===== src/rtl/avalon_st_pkt_sampler.sv =====
// Avalon-ST buffering stage: circular buffer with show-ahead head, optional
// store-and-forward release, and fill/packet-count status.
module avalon_st_pkt_sampler #(
  parameter int DATA_WIDTH        = 32,
  parameter int CAPACITY          = 2,
  parameter bit STORE_AND_FORWARD = 1'b0,
  parameter bit SUPPRESS_WARNING  = 1'b0
) (
  input  logic                           clk,
  input  logic                           rst_n,
  input  logic                           in_valid,
  output logic                           in_ready,
  input  logic [DATA_WIDTH-1:0]          in_data,
  input  logic                           in_sop,
  input  logic                           in_eop,
  output logic                           out_valid,
  input  logic                           out_ready,
  output logic [DATA_WIDTH-1:0]          out_data,
  output logic                           out_sop,
  output logic                           out_eop,
  output logic [$clog2(CAPACITY+1)-1:0]  fill_level,
  output logic [$clog2(CAPACITY+1)-1:0]  pkt_count
);

  localparam int DEPTH = (CAPACITY > 0) ? CAPACITY : 1;
  localparam int CW    = $clog2(CAPACITY + 1);
  localparam int PW    = (CAPACITY > 1) ? $clog2(CAPACITY) : 1;

  generate
    if (CAPACITY == 0) begin : g_cap_zero
      $error("avalon_st_pkt_sampler: CAPACITY must be at least 1");
      $fatal(1, "avalon_st_pkt_sampler: illegal CAPACITY=0");
    end
    if (CAPACITY == 1 && !SUPPRESS_WARNING) begin : g_cap_one
      $warning("avalon_st_pkt_sampler: CAPACITY=1 limits throughput to half rate");
    end
    if (CAPACITY > 16 && !SUPPRESS_WARNING) begin : g_cap_big
      $warning("avalon_st_pkt_sampler: CAPACITY>16, consider a dedicated FIFO");
    end
  endgenerate

  typedef struct packed {
    logic                  sop;
    logic                  eop;
    logic [DATA_WIDTH-1:0] data;
  } beat_t;

  beat_t         mem [DEPTH];
  beat_t         head;
  logic [PW-1:0] wr_ptr, rd_ptr;
  logic [CW-1:0] fill_nxt, pkt_nxt;
  logic          fwd;
  logic          push, pop;
  logic          pkt_inc, pkt_dec;

  function automatic logic [PW-1:0] ptr_inc(input logic [PW-1:0] p);
    // Explicit wrap so non-power-of-two depths work.
    return (p == PW'(DEPTH - 1)) ? '0 : p + PW'(1);
  endfunction

  assign head      = mem[rd_ptr];
  assign out_data  = head.data;
  assign out_sop   = head.sop;
  assign out_eop   = head.eop;

  // in_ready depends on registered fill only; no out_ready -> in_ready path.
  assign in_ready  = (fill_level < CW'(CAPACITY));
  assign out_valid = (fill_level != '0) &&
                     (!STORE_AND_FORWARD || (pkt_count != '0) || fwd);

  assign push      = in_valid & in_ready;
  assign pop       = out_valid & out_ready;
  assign pkt_inc   = push & in_eop;
  assign pkt_dec   = pop & head.eop;

  always_comb begin
    fill_nxt = fill_level;
    if (push && !pop)      fill_nxt = fill_level + CW'(1);
    else if (pop && !push) fill_nxt = fill_level - CW'(1);
  end

  always_comb begin
    pkt_nxt = pkt_count;
    if (pkt_inc && !pkt_dec)      pkt_nxt = pkt_count + CW'(1);
    else if (pkt_dec && !pkt_inc) pkt_nxt = pkt_count - CW'(1);
  end

  always_ff @(posedge clk or negedge rst_n) begin
    if (!rst_n) begin
      wr_ptr     <= '0;
      rd_ptr     <= '0;
      fill_level <= '0;
      pkt_count  <= '0;
      fwd        <= 1'b0;
    end else begin
      if (push) wr_ptr <= ptr_inc(wr_ptr);
      if (pop)  rd_ptr <= ptr_inc(rd_ptr);
      fill_level <= fill_nxt;
      pkt_count  <= pkt_nxt;
      // Oversized-packet fallback: a full buffer with no EOP would deadlock.
      if (!STORE_AND_FORWARD)
        fwd <= 1'b0;
      else if (pkt_dec)
        fwd <= 1'b0;
      else if (fill_nxt == CW'(CAPACITY) && pkt_nxt == '0)
        fwd <= 1'b1;
    end
  end

  always_ff @(posedge clk) begin
    if (push) mem[wr_ptr] <= '{sop: in_sop, eop: in_eop, data: in_data};
  end

endmodule


===== config.mk =====
export PLATFORM = sky130hd
export DESIGN_NAME = avalon_st_pkt_sampler
export DESIGN_NICKNAME = d
export VERILOG_FILES = /design/src/rtl/avalon_st_pkt_sampler.sv
export SDC_FILE = /design/constraint.sdc
export NUM_CORES = 1
export LEC_CHECK = 0
export CORE_AREA = 2 2 79 81
export CTS_CLUSTER_SIZE = 40
export DETAILED_ROUTE_END_ITERATION = 8
export DIE_AREA = 0 0 81 83
export PLACE_DENSITY = 0.82
export SLEW_MARGIN = 20
export SYNTH_ARGS = -nofsm -noshare
export SYNTH_HDL_FRONTEND = slang
export SYNTH_SLANG_ARGS = --single-unit

===== constraint.sdc =====
create_clock -name clk -period 6.25 [get_ports clk]
set_clock_uncertainty 0.15 [all_clocks]
set_input_delay 1.25 -clock clk [delete_from_list [all_inputs] [get_ports clk]]
set_output_delay 1.25 -clock clk [all_outputs]
set_load 0.005 [all_outputs]

# Word level (Yosys, flattened, before mapping)

Memories as Yosys holds them, arrays and structs flattened.
Cells that the tools add are included.

Latch bits: 0
Memories: 1
Word-level logic and storage cells: 35
Register bits after elaboration: 6
Output and inout bits: 40
Memory bits (writable): 68
Bits of input ports: 38
ROM bits: 0

Multiply operators: 0
Divide/modulo/power cells: 0
Equality and inequality tests: 0
Order comparisons: 1
Shift-type cells: 0
Reduce and logical (&&, ||, !) cells: 11
Add/subtract/negate cells: 6
Mux-type cells: 8
Bitwise operators: 4

Memory list:

| memory | words | bits a word | read ports | clocked after Yosys merged registers in | write ports | line | text |
|---|---|---|---|---|---|---|---|
| mem    | 2     | 34          | 1          | 0                                       | 1           | 48   | `beat_t mem [DEPTH];` |

Operator list:

| operator                                          | count |
|---|---|
| two-way mux 2 bit                                 | 4 |
| nonzero test 2 bit                                | 3 |
| adder 2 x 1 -> 2 bit, second input constant       | 2 |
| bitwise AND 1 bit                                 | 4 |
| logical AND 1 bit                                 | 4 |
| zero test 1 bit                                   | 4 |
| two-way mux 1 bit                                 | 4 |
| subtractor 2 x 1 -> 2 bit, second input constant  | 2 |
| adder 1 bit, second input constant                | 2 |
| less-than comparator 2 bit, second input constant | 1 |

# Depth between registers and ports, before layout

Word-level depth: 7
Depth in mapped cells: 7
Depth with buffers taken out: 6

# Worst setup path after synthesis

OpenSTA, ideal clock, no wires.

Path type: input -> register
Start point: input in_valid
End point: memory mem[0][0] (netlist bit) (enable)
Buffers on the path: 0
Library setup time: 0.429 ns
Data required time: 5.671 ns
Setup slack: 2.584 ns
Stages on the path: 2
Arrival time: 3.087 ns
Cells stage by stage: nor2b_1 nor2b_1

Word-level cells in the longest chain between the ends: 3

Ends and longest elaborated chain:

| element                                 | line | text |
|---|---|---|
| from (decl)                             | 11   | `input logic in_valid,` |
| bitwise AND 1 bit                       | 71   | `assign push = in_valid & in_ready;` |
| two-way mux 1 bit                       | 111  | `if (push) mem[wr_ptr] <= '{sop: in_sop, eop: in_eop, data: in_data};` |
| two-way mux 1 bit (implied by the code) | 111  |  |
| to (decl)                               | 48   |  |

Every way passes these cells.

# Worst setup path after layout

Start point: register rd_ptr
End point: output out_data[3]

Word-level cells in the longest chain between the ends: 1

Ends and longest elaborated chain:

| element                  | line | text |
|---|---|---|
| from (decl)              | 50   | `logic [PW-1:0] wr_ptr, rd_ptr;` |
| from (signal assigned)   | 97   | `if (pop) rd_ptr <= ptr_inc(rd_ptr);` |
| memory read (2 x 34 bit) | -    |  |
| to (decl)                | 18   | `output logic [DATA_WIDTH-1:0] out_data,` |

Every way passes these cells.

==> run_results.csv <==
group,metric,value,unit
run_status,status,"complete, no violations",
power_and_ir_drop,power_density,418,nW/um^2
grt,grt_pass1_vias,1467,
finish,mostFrequentLayoutCell,"clkdlybuf4s50_1",
critical_path,cp.arrival,2270,ps
critical_path,rr_worst_depth,6,
timing,tightest_slew,1050,ps
timing,final.setup.worst_slack,2580,ps
power_and_ir_drop,vdd_ir_drop_max,0.000315,V
floorplanning,floorplan.initialDensity,50.0,%
worst_hold_path,hp-class,"flop to flop",
critical_path,crit_fanout,35,
finish,drive_gt1_share,22.2,%
placed_design,post-place-ws,2820,ps
timing,final.setup.tns,0,ps
drt,routed_via_density,4.91,
synth,netlist_instances,132,
clock_tree,clock_path_buffers,2,
synth,synth_seq_cells,74,
synth,ys_warn_count,0,
timing,slew_viol_final,0,
placed_design,routabilityCongestion,0.685,
timing,timing.slew.headroom,29.9,%
clock_tree,clock_sinks,74,
clock_tree,h-tree-depth,3,
critical_path,r2r_start,"rd_ptr",
synth,syn-num-nets,172,
floorplanning,die_w,81,um
timing,max_freq,273,MHz
worst_hold_path,worstHoldEndpoint,"pkt_count[1]",
timing,period_minus_slack,3670,ps
placed_design,dp.cells,280,
grt,grt_max_degree,36,
critical_path,crit_type,"flop to primary output",
clock_tree,cts_tree,"done",
synth,avgSynthCellArea,22.0,um^2
grt,track_usage,13.7,%
drt,routed_wl,4490,um
critical_path,critical_path.endpoint_type,"primary output",
clock_tree,clk_latency,320,ps
power_and_ir_drop,leakagePower,0.00142,uW
critical_path,cp_data_required_time,4850,ps
clock_tree,hold_buffers,0,
drt,ant_nets,0,
drt,vias,1453,
finish,final_nets,256,
critical_path,r2r_setup_slack,3970,ps
grt,grt_overflow,0,
timing,hold_viol,0,
timing,setup_viol,0,
grt,antenna_found_initial,0,
finish,fin_cells,296,
run,drv_cap,0,
synth,synthDistinctLibCells,16,
floorplanning,ios,78,
timing,rsz0062_at_grt,"no",
clock_tree,cts_buffers,9,
clock_tree,cts_root_buffer,"clkbuf_8",
clock_tree,cts_resized,0,
finish,antenna_cells,0,
drt,wl_per_cell,15.2,um
placed_design,port_buffers,77,
worst_hold_path,whs_path_depth,1,
synth,ys_seq_area_share,75.4,%
critical_path,critPathLaunchType,"flop",
floorplanning,core-area,5820,um^2
drt,drtPass1Iterations,4,
grt,grt_pass1_wl,6840,um
drt,drc,0,
floorplanning,rows,28,
worst_hold_path,hold_start,"pkt_count[1]",
clock_tree,cts_setup_buffers,0,
floorplanning,dieArea,6720,um^2
clock_tree,path_clk_slew,70,ps
critical_path,r2r_end,"pkt_count[1]",
finish,layout-area-overhead-vs-synth,33.7,%
timing,final.period_utilization,58.7,%
synth,synth_area,2910,um^2
drt,drtIter0Drc,60,
critical_path,cp-startpoint,"rd_ptr",
floorplanning,die_h,83,um
finish,final_cell_mix,"clkdlybuf4s50_1 (77), edfxtp_1 (68), mux2_4 (30)",
placed_design,dp_hpwl,2930,um
## critical path: stages (launching register included)
cell             delay, ps
dfrtp_2               1070
mux2_2                 420
clkdlybuf4s50_1        450
## cell families after synthesis
kind of cell               Yosys count  share of synthesized area, %
DFF                                 74                          75.4
muxes                               34                          17.0
and+or+nand+nor                      9                          1.72
xor gates and xnor gates             8                          2.41
buffers and inverters                5                          2.58
adders and majority gates            2                         0.860
## registers in the layout, summed over array words and instances (netlist names)
signal and cells:
mem 68, fill_level 2, pkt_count 2, rd_ptr 1, wr_ptr 1
## layer usage
metal / global-route usage [%] / part of all wire (%) / vias up
met3: 4.02 / 7.5 / 8
met2: 21.1 / 47 / 67
met5: 0 / 0 / -
met1: 18.2 / 44 / 705
met4: 5.55 / 1.5 / 0
li1: - / - / 673
## cell type report
type | count | area, um^2
clock buffers | 12 | 135
multi-input cells | 53 | 649
fillers | 423 | 1930
clock inverters | 4 | 42.5
flip-flops and latches | 74 | 2190
repair buffers | 77 | 771
inverters | 1 | 3.75
well taps | 75 | 93.8
## per-stage QoR
stage,hold slack [ps],utilization [%],cell area (um^2),total power (uW)
finish,326,66.9,3890,1630
CTS,330,66.9,3890,1650
global route,361,66.9,3890,1710
floorplan,305,-,2910,1070
detailed placement,310,63.8,3710,1310
global placement,308,63.8,3710,1300
## synth_stat cells (all sizes together)
cell | instances | area (um^2)
or2 | 1 | 8.76
edfxtp | 68 | 2040
nand2 | 1 | 3.75
nor2b | 2 | 12.5
mux2 | 34 | 495
buf | 4 | 71.3
dfrtp | 6 | 150
nand3 | 1 | 5.00
and2 | 2 | 12.5
xnor2 | 4 | 35.0
xor2 | 4 | 35.0
nor2 | 2 | 7.51
inv | 1 | 3.75
ha | 2 | 25.0
## how the worst max path moves through the flow
stage | end | depth (start not counted)
2_1_floorplan | mem[0][0] | 2
3_5_place_dp | mem[0][28] | 3
4_1_cts | out_data[3] | 2
5_1_grt | out_data[3] | 2
3_3_place_gp | mem[0][10] | 3
6_report | out_data[3] | 2
## power by group
group          switching [uW]  internal, uW
clock network             149           182
logic                     160           385
registers                94.1           657
Power figures use the tool's default switching activity.
